--- src/rtl/ex_pkg.sv ---
// ex_pkg: shared definitions for the EX stage.
//   - State encoding of the issue controller FSM.
//   - Default lane count, shared with the EX/WB pipeline register.
//   - Default WAIT timeout, in cycles.
package ex_pkg;

  localparam logic ST_IDLE = 1'b0;
  localparam logic ST_WAIT = 1'b1;

  localparam int NUM_LANES      = 4;
  localparam int TIMEOUT_CYCLES = 200;

  typedef enum logic {
    S_IDLE = ST_IDLE,
    S_WAIT = ST_WAIT
  } state_t;

endpackage

--- src/rtl/ex_sat_counter.sv ---
// ex_sat_counter: saturating up-counter with synchronous clear and enable.
// Ports:
//   clk   - clock
//   rstn  - asynchronous active-low reset (count -> 0)
//   clr   - synchronous clear, has priority over en
//   en    - count up by one; holds at all-ones
//   count - current count value
module ex_sat_counter #(
  parameter int Width = 16
) (
  input  logic             clk,
  input  logic             rstn,
  input  logic             clr,
  input  logic             en,
  output logic [Width-1:0] count
);

  localparam logic [Width-1:0] One = {{(Width-1){1'b0}}, 1'b1};

  always_ff @(posedge clk or negedge rstn) begin
    if (!rstn) begin
      count <= '0;
    end else if (clr) begin
      count <= '0;
    end else if (en && (count != '1)) begin
      count <= count + One;
    end
  end

endmodule

--- src/rtl/ex_issue_ctrl.sv ---
// ex_issue_ctrl: EX-stage sequencer for the four-lane PE datapath.
// Accepts one instruction at a time, starts the masked PE lanes and, for
// multi-cycle ops, holds bubbles in the EX/WB register until every masked
// lane has reported ready. ex_pipe fires in the cycle all results are valid.
// Ports:
//   clk, rstn      - clock, asynchronous active-low reset
//   issue_valid    - decode presents an instruction
//   issue_mask     - lanes used by the instruction
//   issue_multi    - 1 = multi-cycle (PE handshake), 0 = single-cycle
//   lane_ready     - per-lane result-valid from the PEs
//   flush          - pipeline flush, highest priority
//   issue_ready    - instruction can be accepted this cycle
//   pe_start       - one-cycle start pulse per masked lane
//   pe_abort       - one-cycle cancel of in-flight PE work
//   ex_sclr        - sclr of the EX/WB pipeline register
//   ex_pipe        - pipe_e of the EX/WB pipeline register
//   busy           - controller is in WAIT
//   timeout_err    - sticky WAIT timeout flag
//   stall_cnt      - saturating count of WAIT cycles
module ex_issue_ctrl
  import ex_pkg::*;
#(
  parameter int NumLanes      = NUM_LANES,
  parameter int TimeoutCycles = TIMEOUT_CYCLES,
  parameter int CntWidth      = 16
) (
  input  logic                clk,
  input  logic                rstn,
  input  logic                issue_valid,
  input  logic [NumLanes-1:0] issue_mask,
  input  logic                issue_multi,
  input  logic [NumLanes-1:0] lane_ready,
  input  logic                flush,
  output logic                issue_ready,
  output logic [NumLanes-1:0] pe_start,
  output logic                pe_abort,
  output logic                ex_sclr,
  output logic                ex_pipe,
  output logic                busy,
  output logic                timeout_err,
  output logic [CntWidth-1:0] stall_cnt
);

  // TimeoutCycles is at most 255, so eight bits always hold wait_cnt.
  localparam int         WaitW   = 8;
  localparam logic [7:0] WaitLast = 8'(TimeoutCycles - 1);

  state_t              state, state_nxt;
  logic [NumLanes-1:0] pending, pending_nxt;
  logic [WaitW-1:0]    wait_cnt, wait_cnt_nxt;
  logic                err_set;
  logic                done;

  assign done = ((pending & ~lane_ready) == '0);

  // Control state registers
  always_ff @(posedge clk or negedge rstn) begin
    if (!rstn) begin
      state       <= S_IDLE;
      pending     <= '0;
      wait_cnt    <= '0;
      timeout_err <= 1'b0;
    end else begin
      state    <= state_nxt;
      pending  <= pending_nxt;
      wait_cnt <= wait_cnt_nxt;
      if (err_set) timeout_err <= 1'b1;
    end
  end

  // Next state and combinational outputs. Outputs are gated by rstn so the
  // EX/WB register sees bubbles while reset is asserted.
  always_comb begin
    state_nxt    = state;
    pending_nxt  = pending;
    wait_cnt_nxt = wait_cnt;
    err_set      = 1'b0;
    issue_ready  = 1'b0;
    pe_start     = '0;
    pe_abort     = 1'b0;
    ex_sclr      = 1'b1;
    ex_pipe      = 1'b0;
    busy         = 1'b0;

    if (rstn) begin
      unique case (state)
        S_IDLE: begin
          issue_ready = 1'b1;
          if (flush) begin
            pending_nxt  = '0;
            wait_cnt_nxt = '0;
          end else if (issue_valid) begin
            // An empty-mask multi-cycle op has nothing to wait on.
            if (!issue_multi || (issue_mask == '0)) begin
              ex_pipe = 1'b1;
              ex_sclr = 1'b0;
            end else begin
              pe_start     = issue_mask;
              state_nxt    = S_WAIT;
              pending_nxt  = issue_mask;
              wait_cnt_nxt = '0;
            end
          end
        end

        S_WAIT: begin
          busy         = 1'b1;
          wait_cnt_nxt = wait_cnt + 8'd1;
          if (flush) begin
            pe_abort     = 1'b1;
            state_nxt    = S_IDLE;
            pending_nxt  = '0;
            wait_cnt_nxt = '0;
          end else if (done) begin
            // Checked before the timeout so a last-cycle completion is kept.
            ex_pipe     = 1'b1;
            ex_sclr     = 1'b0;
            state_nxt   = S_IDLE;
            pending_nxt = '0;
          end else if (wait_cnt == WaitLast) begin
            err_set     = 1'b1;
            pe_abort    = 1'b1;
            state_nxt   = S_IDLE;
            pending_nxt = '0;
          end else begin
            // Early ready pulses stay cleared; the lane holds its result.
            pending_nxt = pending & ~lane_ready;
          end
        end

        default: state_nxt = S_IDLE;
      endcase
    end
  end

  ex_sat_counter #(
    .Width (CntWidth)
  ) u_stall_cnt (
    .clk   (clk),
    .rstn  (rstn),
    .clr   (1'b0),
    .en    (state == S_WAIT),
    .count (stall_cnt)
  );

endmodule

--- config.mk ---
export PLATFORM = sky130hd
export DESIGN_NAME = ex_issue_ctrl
export DESIGN_NICKNAME = d
export VERILOG_FILES = /design/src/rtl/ex_pkg.sv /design/src/rtl/ex_sat_counter.sv /design/src/rtl/ex_issue_ctrl.sv
export SDC_FILE = /design/constraint.sdc
export NUM_CORES = 1
export LEC_CHECK = 0
export CAP_MARGIN = 40
export CORE_ASPECT_RATIO = 1.5
export CORE_UTILIZATION = 53
export DETAILED_ROUTE_END_ITERATION = 6
export PLACE_DENSITY_LB_ADDON = 0.05
export SYNTH_ARGS = -nofsm -noshare
export SYNTH_HDL_FRONTEND = slang
export SYNTH_SLANG_ARGS = --single-unit
--- constraint.sdc ---
create_clock -name clk -period 3.38 [get_ports clk]
set_clock_uncertainty 0.05 [all_clocks]
set_input_delay 0.845 -clock clk [delete_from_list [all_inputs] [get_ports clk]]
set_output_delay 0.845 -clock clk [all_outputs]
set_load 0.02 [all_outputs]
* Yosys cells after proc, flatten, opt, wreduce, memory -nomap -nowiden *
Index checks and enable logic that the tools add are counted.

operators by class
  equality and inequality tests = 4
  add/sub/neg operators = 2
  reductions and logical operators = 6
  mux-type cells = 49
  bitwise operators = 3

operators with widths
  cell                                            number
  two-way mux 4 bit                               11
  two-way mux 8 bit                               4
  two-way mux 1 bit                               29
  adder 16 x 1 -> 16 bit (second input constant)  1
  inequality test 16 bit (second input constant)  1
  case mux 8 bit (2 select lines)                 1
  adder 8 x 1 -> 8 bit (second input constant)    1
  == test 8 bit (second input constant)           1
  zero test 4 bit                                 2
  case mux 4 bit (2 select lines)                 1
  inequality test 3 bit (second input constant)   2
  case mux 1 bit (2 select lines)                 3
  bitwise AND 4 bit                               1
  inverter 4 bit                                  1
  AND reduction 3 bit                             1
  logical AND 1 bit                               1
  zero test 1 bit                                 1
  logical OR 1 bit                                1
  inverter 1 bit                                  1

word-level totals
  output and inout bits = 26
  register bits = 30
  word-level logic and storage cells = 69

* Depth between registers and ports, before layout *
Gate-level depths: netlist (run 1).

  word-level depth = 7
  mapped depth = 6

* Hierarchy *
From an unflattened synthesis (run 1), not the netlist that was laid out.

second synthesis, totals
  cell total of the unflattened synthesis = 186
  area, all modules = 1732.9 µm²

by module, submodules not included
  module          cells each  instances  sequential area each (µm²)  area an instance (µm²)
  ex_sat_counter  96          1          400.4                       900.9
  ex_issue_ctrl   90          1          350.3                       832.0

* Worst setup path before layout (run 1) *
Ideal clock, no wire load.

  path kind = input port to output port
  start point = input port issue_mask[2]
  end point = output port ex_pipe
  cell stages on the path = 3
  slack = 730 ps
  path buffers = 0
  data arrival time = 1755 ps
  path through = nor4_1 -> o21ai_0 -> a21oi_1

between the ends
  longest elaborated chain between the ends = 7

ends and longest elaborated chain
  element                          RTL line             source
  from (decl)                      ex_issue_ctrl.sv:30  input logic [NumLanes-1:0] issue_mask,
  zero test 4 bit                  ex_issue_ctrl.sv:94  if (!issue_multi || (issue_mask == '0)) begin
  logical OR 1 bit                 ex_issue_ctrl.sv:94
  two-way mux 1 bit                ex_issue_ctrl.sv:94
  two-way mux 1 bit                ex_issue_ctrl.sv:92  end else if (issue_valid) begin
  two-way mux 1 bit                ex_issue_ctrl.sv:89  if (flush) begin
  case mux 1 bit (2 select lines)  ex_issue_ctrl.sv:86  unique case (state)
  two-way mux 1 bit                ex_issue_ctrl.sv:85  if (rstn) begin
  to (decl)                        ex_issue_ctrl.sv:38  output logic ex_pipe,

Every way passes these cells.

* Worst setup path after layout (run 1) *
  start point = input port issue_mask[3]
  end point = output port ex_sclr

between the ends
  longest elaborated chain between the ends = 7

ends and longest elaborated chain
  element                          RTL line             source
  zero test 4 bit                  ex_issue_ctrl.sv:94
  logical OR 1 bit                 ex_issue_ctrl.sv:94
  two-way mux 1 bit                ex_issue_ctrl.sv:94
  two-way mux 1 bit                ex_issue_ctrl.sv:92
  two-way mux 1 bit                ex_issue_ctrl.sv:89
  case mux 1 bit (2 select lines)  ex_issue_ctrl.sv:86
  two-way mux 1 bit                ex_issue_ctrl.sv:85
  to (decl)                        ex_issue_ctrl.sv:37  output logic ex_sclr,

Every way passes these cells.

==> out/metrics.csv, run 1 <==
stage,metric,value,unit
setup_path,r2r_slack,1180,ps
floorplanning,start_util,55.6,%
setup_path,crit_slowest_cell,clkdlybuf4s50_1,
cts,cts_tree,yes,
global_routing,antenna_found_initial,0,
detailed_routing,drc,0,
setup_path,start_kind,input pin,
global_routing,grtUsageTotal,28.3,%
global_routing,grt_pass1_wl,6.66,mm
cts,cts.sinks,30,
finish,design_area,0.00225,mm2
placed_design,dp.cells,252,
floorplanning,pin_count,39,
global_routing,grt_max_degree,21,
pwr,leakage,1.00,nW
placed_design,postPlaceCellArea,0.00213,mm2
sta,rsz0062_at_grt,false,
global_routing,first_global_vias,1565,
cts,post-cts-setup-buffers,0,
pwr,irDropWorstVdd,0.392,mV
yosys,avgSynthCellArea,9.82,um2
sta,finalSetupViolCount,0,
setup_path,crit_path_max_fanout,2,
detailed_routing,routedWlPerCell,14.9,um
cts,clockBufferDepth,2,
detailed_routing,ant_nets,0,
setup_path,critical_path.cell_chain,"clkdlybuf4s50_1, nor4_4, buf_4, o21ai_0, a21o_1, clkdlybuf4s15_1",
cts,h-tree-depth,2,
detailed_routing,drt_iter0_drc,43,
hold_path,holdPathEnd,timeout_err$_DFFE_PN0P_,
floorplanning,rows,24,
sta,tightest_slew,569,ps
sta,max_freq,305,MHz
detailed_routing,vias,1481,
setup_path,rr_startpoint,u_stall_cnt.count[0]$_DFFE_PN0P_,
finish,layout.nets,235,
yosys,syn_inst,165,
placed_design,portBuffers,38,
setup_path,arrival,2380,ps
hold_path,worstHoldPathType,register to register,
floorplanning,die_y,69.7,um
setup_path,cp-end-kind,primary output,
placed_design,place_ws,-255,ps
hold_path,min_from,timeout_err$_DFFE_PN0P_,
finish,final_cell_mix,"31 x clkdlybuf4s50_1, 30 x dfrtp_1, 16 x buf_4",
sta,max-slew-margin-rel,62.0,%
yosys,syn-num-nets,180,
finish,area_growth,39.1,%
placed_design,gp_congestion,0.856,
hold_path,holdPathStages,1,
sta,hold_viol_final,0,
yosys,synth_warnings,0,
setup_path,regToRegEndpoint,u_stall_cnt.count[1]$_DFFE_PN0P_,
yosys,ys_seq_elements,30,
finish,final_cells,260,
cts,clk_latency,280,ps
floorplanning,die_area,0.00329,mm2
sta,setup_ws,100,ps
finish,diodes,0,
setup_path,cp.required,2480,ps
cts,cts_buffers,5,
finish,final_common_cell,clkdlybuf4s50_1,
run_status,status,"complete, no violations",
global_routing,gr-total-overflow,0,
setup_path,path_class,input pin to primary output,
detailed_routing,firstDrtPassIters,4,
cts,clk_pin_slew,60,ps
sta,period_needed,3280,ps
placed_design,dpl.hpwl,2.97,mm
sta,slew_violations,0,
yosys,synth_area,0.00162,mm2
setup_path,worst-r2r-cell-count,5,
job,drv_cap,0,
sta,hold_slack,430,ps
detailed_routing,vias_per_cell,5.70,
sta,fin_crit_sh,97.0,%
yosys,synth_cell_types,40,
finish,drive_above_1_share,16.3,%
cts,cts_root_buf,clkbuf_8,
floorplanning,die_x,47.1,um
floorplanning,coreArea,0.00291,mm2
setup_path,cp_slowest_stage_delay,460,ps
detailed_routing,drt_wl_total,3.88,mm
finish,final_util,77.4,%
pwr,p_per_area,442,mW/mm2
yosys,ys_seq_area_share,46.3,%
==> worst max-delay path: cells and delay by family <==
| family | cells | cell delay [ps] |
|---|---|---|
| AND/OR/NAND/NOR | 1 | 340 |
| buffers and inverters | 3 | 900 |
| AO/OA/AOI/OAI | 2 | 300 |
==> per-stage QoR <==
stage | total power [mW] | TNS [ps]
detailed placement | 0.664 | -1150
finish | 0.995 | 0
CTS | 1.00 | 0
global placement | 0.654 | -768
global route | 1.05 | 0
floorplan | 0.546 | 0
==> timing repair <==
action                                  in CTS  in global routing
endpoints found under the hold margin        0                  0
resized for setup                            8                  5
endpoints found under the setup margin       7                  6
pin swaps                                    0                  1
hold buffers                                 0                  0
==> sequential cells by signal (all words and copies together) (netlist names) <==
register	cells
timeout_err	1
u_stall_cnt.count	16
pending	4
state	1
wait_cnt	8
==> worst max path at each step <==
| stage | to | start | cells past startpoint | slack (ps) |
|---|---|---|---|---|
| after global placement | ex_pipe | issue_mask[2] | 6 | -170 |
| after CTS | ex_sclr | issue_mask[2] | 6 | 90 |
| after detailed placement | ex_pipe | issue_mask[2] | 6 | -250 |
| after global routing | ex_sclr | issue_mask[3] | 6 | 9 |
| after floorplan | ex_pipe | issue_mask[2] | 3 | 730 |
| final | ex_sclr | issue_mask[3] | 6 | 100 |
==> cell families after synthesis <==
logic type	count (synthesis)	synth area share [%]
simple gates	81	28.7
mux	4	3.01
buf+inv	8	2.70
compound gates	30	12.3
fa+ha+maj	2	1.54
flops	30	46.3
xor+xnor	10	5.41
==> synthesized netlist by cell type <==
cell type | count | area (um2)
nor2_1 | 8 | 30.0
mux2_2 | 3 | 33.8
buf_2 | 2 | 10.0
inv_1 | 2 | 7.51
o31ai_1 | 1 | 7.51
buf_4 | 1 | 7.51
nand2_4 | 1 | 11.3
dfrtp_1 | 30 | 751
and4_2 | 1 | 10.0
nand2_1 | 13 | 48.8
nand2b_1 | 3 | 18.8
or2_2 | 1 | 6.26
clkbuf_1 | 1 | 3.75
nor4_1 | 5 | 31.3
xnor2_1 | 6 | 52.6
nor4b_4 | 1 | 23.8
and4_1 | 1 | 8.76
a21o_1 | 1 | 7.51
nor2b_1 | 7 | 43.8
nor3b_1 | 1 | 7.51
or4_1 | 2 | 15.0
and3_1 | 4 | 25.0
nand4b_1 | 1 | 8.76
mux2_4 | 1 | 15.0
a221o_1 | 5 | 50.1
nand3_1 | 15 | 75.1
o21ai_0 | 13 | 65.1
a31oi_1 | 1 | 6.26
xor2_1 | 4 | 35.0
buf_6 | 1 | 11.3
nand4_1 | 6 | 37.5
a41oi_1 | 2 | 17.5
and2_1 | 7 | 43.8
o21a_1 | 1 | 7.51
ha_1 | 2 | 25.0
nor3_1 | 4 | 20.0
o31a_1 | 1 | 8.76
buf_1 | 1 | 3.75
a31o_2 | 1 | 8.76
a21oi_1 | 4 | 20.0
==> cell type report <==
| cell class | instances | area, um2 |
|---|---|---|
| Clock buffer | 8 | 110 |
| Multi-Input combinational cell | 127 | 847 |
| Sequential cell | 30 | 751 |
| Timing Repair Buffer | 54 | 489 |
| Fill cell | 213 | 659 |
| Tap cell | 39 | 48.8 |
| Inverter | 2 | 7.51 |
==> power by group <==
group / leakage (nW) / internal, mW / switching [mW]
Sequential: 0.410 / 0.390 / 0.0493
Combinational: 0.538 / 0.115 / 0.106
Clock: 0.0575 / 0.205 / 0.130
Total: 1.00 / 0.710 / 0.285
==> layer usage <==
layer  routed length [um]  global-route usage [%]  vias up
li1                     -                       -      716
met1                 1430                    30.5      715
met2                 2230                    48.1       42
met3                  141                    6.51        8
met5                    0                       0        -
met4                   83                    14.6        0
Power figures use the tool's default switching activity.
==> inputs of run 2 (changes only) <==
- CTS_CLUSTER_SIZE: default -> 24
==> results of run 2 <==
Final layout, timing and power as in run 1 (identical DEF).
==> patch 1, RTL diff (config.mk and constraints of run 2) <==
Make the reset (`rstn`) synchronous in 2 clocked blocks. Comments in the files are not updated.
--- a/src/rtl/ex_sat_counter.sv
+++ b/src/rtl/ex_sat_counter.sv
@@ -18,5 +18,5 @@
   localparam logic [Width-1:0] One = {{(Width-1){1'b0}}, 1'b1};
 
-  always_ff @(posedge clk or negedge rstn) begin
+  always_ff @(posedge clk) begin
     if (!rstn) begin
       count <= '0;
--- a/src/rtl/ex_issue_ctrl.sv
+++ b/src/rtl/ex_issue_ctrl.sv
@@ -55,5 +55,5 @@
 
   // Control state registers
-  always_ff @(posedge clk or negedge rstn) begin
+  always_ff @(posedge clk) begin
     if (!rstn) begin
       state       <= S_IDLE;
Check against the original RTL: differs if rstn is asserted again (counterexample within 4 cycles, from zero or initial values and one cycle with rstn low); with rstn held inactive, the same outputs for 10 cycles.
==> patch 1 against run 2 <==
  * Design area shrank 2.6%
  * Sequential cell count is the same
  * Sequential share of layout area shrank 6.0 points
  * Global-route usage shrank 0.33 points
  * Die area shrank 2.4%
  * Highest routed layer unchanged
  * Wire length grew 5.7%
  * Maximum frequency shrank 0.48%
  * Worst setup slack lost 0.016 ns
  * Synthesized area shrank 2.5%
  * Critical endpoint is now pe_start[2]
Power is not compared: it rests on default switching activity, and its combinational part moved more than twofold at a synthesized area within 25%.
==> patch 1: results (changes against run 2) <==
[logic_synthesis]
synth_common_cells=dfxtp_1, a21oi_1, o21ai_0  ; was dfrtp_1, nand3_1, nand2_1, o21ai_0, nor2_1
dominantRegCellSynth=dfxtp_1  ; was dfrtp_1
yosysSeqAreaShare_pct=38.0  ; was 46.3%
synth.top_cells.by_area=dfxtp_1, a21oi_1, o21ai_0  ; was dfrtp_1, nand3_1, o21ai_0
syn_nets=215  ; was 180
synth_cell_types=35  ; was 40
yosys_warnings=0  ; unchanged
ys_async_sr_fraction_pct=0  ; was 100%

[global_route]
antenna_found_initial=0  ; unchanged
grt_usage_pct=28.0  ; was 28.3%
grt_start_max_net_pins=23  ; was 21
first_global_vias=1527  ; was 1565
grt_first_pass_wirelength_mm=6.54  ; was 6.66 mm

[finish]
drive_gt1_share_pct=15.4  ; was 16.3%
num-fill-cells=211  ; was 213
reg_top3=u_stall_cnt.count (16), wait_cnt (8), pending (4)  ; unchanged
final_nets=268  ; was 235
antennaDiodeCount=0  ; unchanged

[route]
drt_iter0_markers=58  ; was 43
vias=1678  ; was 1481
routed_wl_mm=4.11  ; was 3.88 mm
dr.pass1.iters=4  ; unchanged

[cts]
clock_latency_ns=0.28  ; about the same
cts-root-buf=clkbuf_8  ; unchanged
h-tree-depth=2  ; unchanged
cts_buffer_depth=2  ; unchanged
numCtsBuffers=5  ; unchanged
cts.clk_slew.worst_paths_ns=0.06  ; about the same

[placement]
numPortBuffers=38  ; unchanged
dp_hpwl_mm=3.05  ; was 2.97 mm
gp_congestion=0.884  ; was 0.856

[pwr]
p_leak_uw=0.000765
irDropWorstVdd_mv=0.350

[min_path]
hold_class=register to register  ; unchanged

[critical_path]
arrival_ns=2.40  ; was 2.38 ns
crit_path_max_fanout=5  ; was 2

[status]
status=finished clean  ; unchanged

[timing]
worst_pin_slew_ns=0.584  ; was 0.569 ns

==> patch 1: changes by cell type after synthesis, sizes merged, moves of 5 or more <==
cell           run 2  this run
nor2b              7         1
a21oi              4        24
nor2               8        14
or4                2         8
clkbuf             1         6
or3                0         9
o21a               1         7
dfxtp              0        30
a221o              5         0
dfrtp             30         0
xnor2              6         0
o31ai              1         6
==> patch 1: path summary, 6_finish.rpt <==
check                                         startpoint                                  to  slack [ns]  cells past startpoint
worst min-delay path            timeout_err$_SDFFE_PN0P_            timeout_err$_SDFFE_PN0P_        0.45                      1
worst min register to register  timeout_err$_SDFFE_PN0P_            timeout_err$_SDFFE_PN0P_        0.45                      1
worst max-delay path                       issue_mask[0]                         pe_start[2]        0.08                      6
worst max register to register          state$_SDFF_PN0_  u_stall_cnt.count[14]$_SDFFE_PN0P_        1.22                      4
==> patch 1: layer usage <==
layer | part of all wire (%) | GRT usage [%]
met1 | 40 | 29.7
met2 | 54 | 51.6
met3 | 3.6 | 6.25
met4 | 1.8 | 9.93
met5 | 0 | 0
==> patch 1: repair_timing <==
action,CTS,global route
endpoints found under the setup margin,7,6
pin swaps,0,0
resized for setup,16,7
buffers inserted,0,0
==> patch 1: area by class of cell <==
class | count | area share, %
tap | 37 | 2.11
timing repair buffer | 55 | 22.0
inverter | 5 | 0.855
sequential | 30 | 27.4
clock buffer | 8 | 5.01
multi-input combinational | 156 | 42.7
==> patch 1: logic make-up (layout without fill, tap and decap cells) <==
| group | count (synthesis) | count (layout) | synth area share (%) |
|---|---|---|---|
| adders and majority gates | 2 | 2 | 1.58 |
| AOI/OAI and AO/OA | 59 | 59 | 21.9 |
| DFF | 30 | 30 | 38.0 |
| muxes | 3 | 3 | 1.90 |
| buffers and inverters | 14 | 68 | 4.04 |
| xor gates and xnor gates | 1 | 1 | 0.554 |
| and+or+nand+nor | 91 | 91 | 32.1 |
==> patch 1: per-stage QoR <==
stage / setup TNS (ns) / util (%) / instance area [um2] / setup slack [ns] / instances
after floorplan: 0 / - / 1580 / 0.526 / 200
after global placement: -1.48 / 75.9 / 2100 / -0.293 / 283
after detailed placement: -1.70 / 75.9 / 2100 / -0.343 / 283
after CTS: 0 / 80.1 / 2210 / 0.00129 / 291
after global routing: 0 / 79.5 / 2200 / 0.0202 / 291
final: 0 / 79.5 / 2200 / 0.0844 / 291
==> patch 1: power breakdown <==
part	switching, uW	total (uW)	internal, uW
logic	34.4	70.6	36.2
clock network	131	337	205
registers	2.92	359	356
==> patch 1: worst max-delay path, cell delays in order <==
cell and delay [ns]:
clkdlybuf4s50_1 0.42, or4_4 0.56, nand3_2 0.10, nor3_2 0.06, and2_1 0.16, clkdlybuf4s15_2 0.25
==> patch 2, RTL diff (settings of run 2) <==
Without the edit above. Set the package constant `NUM_LANES` to 6 (it was 4).
--- a/src/rtl/ex_pkg.sv
+++ b/src/rtl/ex_pkg.sv
@@ -8,5 +8,5 @@
   localparam logic ST_WAIT = 1'b1;
 
-  localparam int NUM_LANES      = 4;
+  localparam int NUM_LANES      = 6;
   localparam int TIMEOUT_CYCLES = 200;
 
Interface: changed (resized issue_mask, lane_ready and pe_start); port bits go from 39 to 45. No check against the original RTL was run, so the function may have changed too.
==> patch 2 against run 2 <==
  * Utilization increased by 0.58 points
  * Sequential cell count grew 2
  * Sequential power rose by 6.4%
  * Synthesized area rose by 7.8%
  * Wire length is 14% higher
  * Largest cell class unchanged
  * Die area rose by 7.5%
  * Worst setup slack lost 0.036 ns
  * Total power increased by 1.3%
  * Count of clock-buffer cells in the layout shrank 2
  * Design area is 9.3% higher
  * Combinational power increased by 10%
  * Register-to-register slack better by 0.19 ns
  * First-iteration DRC count increased by 28%
==> patch 2: results (changes against run 2) <==
[status]
status=finished clean  ; unchanged

[critical_path]
r2r_start=u_stall_cnt.count[0]$_DFFE_PN0P_  ; unchanged
r2r_setup_slack_ns=1.37  ; was 1.18 ns
crit_family=simple AND/OR/NAND/NOR gates  ; was buffers and inverters
arrival_ns=2.42  ; was 2.38 ns
crit_end=ex_sclr  ; unchanged
crit_start=issue_mask[4]  ; was issue_mask[3]
r2r_cells=5  ; unchanged
slowest_stage=or4_4  ; was clkdlybuf4s50_1
critPathMaxStageDelay_ns=0.42  ; was 0.46 ns

[placement]
dp_hpwl_mm=3.31  ; was 2.97 mm
gp_congestion=0.844  ; was 0.856
numPortBuffers=44  ; was 38
place_ws_ns=-0.657  ; was -0.255 ns

[route]
highest_layer=met4  ; unchanged
routed_wl_mm=4.41  ; was 3.88 mm
met3_length_um=150  ; was 141 um
route.met2.wl_mm=2.51  ; was 2.23 mm
m1WireLength_mm=1.73  ; was 1.43 mm
drt_iter0_markers=55  ; was 43
vias_per_cell=5.72  ; was 5.70

[timing]
setup_slack_ns=0.0644  ; was 0.100 ns
whs_ns=0.422  ; was 0.430 ns
worst_pin_slew_ns=0.604  ; was 0.569 ns

[min_path]
min_to=timeout_err$_DFFE_PN0P_  ; unchanged
holdPathStages=1  ; unchanged
hp-start=timeout_err$_DFFE_PN0P_  ; unchanged
hold_class=register to register  ; unchanged

[pwr]
p_switching_uw=303  ; was 285 uW
irDropWorstVdd_mv=0.417  ; was 0.392 mV
p_leak_uw=0.00118  ; was 0.00100 uW

[cts]
cts_buffer_depth=2  ; unchanged
cts.clk_slew.worst_paths_ns=0.07
numCtsBuffers=5  ; unchanged
h-tree-depth=2  ; unchanged
clock_latency_ns=0.28  ; about the same

[logic_synthesis]
synth.top_cells.by_area=dfrtp_1, xor2_1, a221o_1  ; was dfrtp_1, nand3_1, o21ai_0
yosysSeqAreaShare_pct=45.8  ; was 46.3%
synth_cell_types=44  ; was 40
dominantRegCellSynth=dfrtp_1  ; unchanged
synth_common_cells=dfrtp_1, nand2_1, nor2_1, o21ai_0  ; was dfrtp_1, nand3_1, nand2_1, o21ai_0, nor2_1
syn_nets=193  ; was 180
yosys_warnings=0  ; unchanged
ys_async_sr_fraction_pct=100  ; unchanged

[global_route]
first_global_vias=1618  ; was 1565
grt_first_pass_wirelength_mm=7.13  ; was 6.66 mm
grt_start_max_net_pins=31  ; was 21
grt_usage_pct=26.7  ; was 28.3%
antenna_found_initial=0  ; unchanged

[finish]
final_nets=264  ; was 235
drive_gt1_share_pct=18.7  ; was 16.3%
reg_top3=u_stall_cnt.count (16), wait_cnt (8), pending (6)  ; was u_stall_cnt.count (16), wait_cnt (8), pending (4)
antennaDiodeCount=0  ; unchanged
num-fill-cells=231  ; was 213

## patch 2: cell types whose count changed after synthesis, sizes merged, moves of 2 or more
cell / change
or3: +2
xor2: +6
o21ai: -2
o211ai: +2
a21oi: -2
and2: +3
buf: -2
a22o: +2
a41oi: -2
nand3: -5
dfrtp: +2
nor2: +3
xnor2: -5
## patch 2: cell families (layout without fill, tap and decap cells)
logic type	Yosys count	after routing	synth area share (%)
adders and majority gates	2	2	1.43
buffers and inverters	5	77	2.15
muxes	5	5	3.15
DFF	32	32	45.8
and+or+nand+nor	85	85	27.6
xor gates and xnor gates	11	11	5.52
AOI/OAI and AO/OA	34	34	14.3
## patch 2: per-layer routing
metal	global-route usage, %	vias up
met5	0	-
met4	11.1	0
met3	4.82	2
met2	51.2	48
li1	-	778
met1	28.1	809
## patch 2: area by class of cell
type,instances,area (um2),area share (%)
clock buffer,6,82.6,3.35
inverter,2,7.51,0.305
clock inverter,2,10.0,0.407
timing repair buffer,67,592,24.0
tap,40,50.0,2.03
sequential,32,801,32.5
multi-input combinational,137,920,37.3
## patch 2: what timing repair did
item | 4_1_cts | 5_1_grt
hold buffers | 0 | 0
setup endpoints to repair | 9 | 2
gates resized for setup | 28 | 2
setup buffers | 0 | 1
pin swaps | 4 | 4
## patch 2: power groups by stage
stage	Clock [uW]	Combinational, uW	Sequential, uW
2_1_floorplan	0	93.0	492
3_3_place_gp	0	237	467
3_5_place_dp	0	247	470
4_1_cts	305	247	466
5_1_grt	322	259	470
6_report	297	244	467
## patch 2: stage by stage
stage	total power (uW)	std cells	area [um2]	util (%)	TNS, ns
after floorplan	585	174	1750	-	0
after global placement	705	277	2370	75.1	-2.20
after detailed placement	717	277	2370	75.1	-2.45
after CTS	1020	285	2460	77.8	0
after global routing	1050	286	2460	77.9	0
final	1010	286	2460	77.9	0
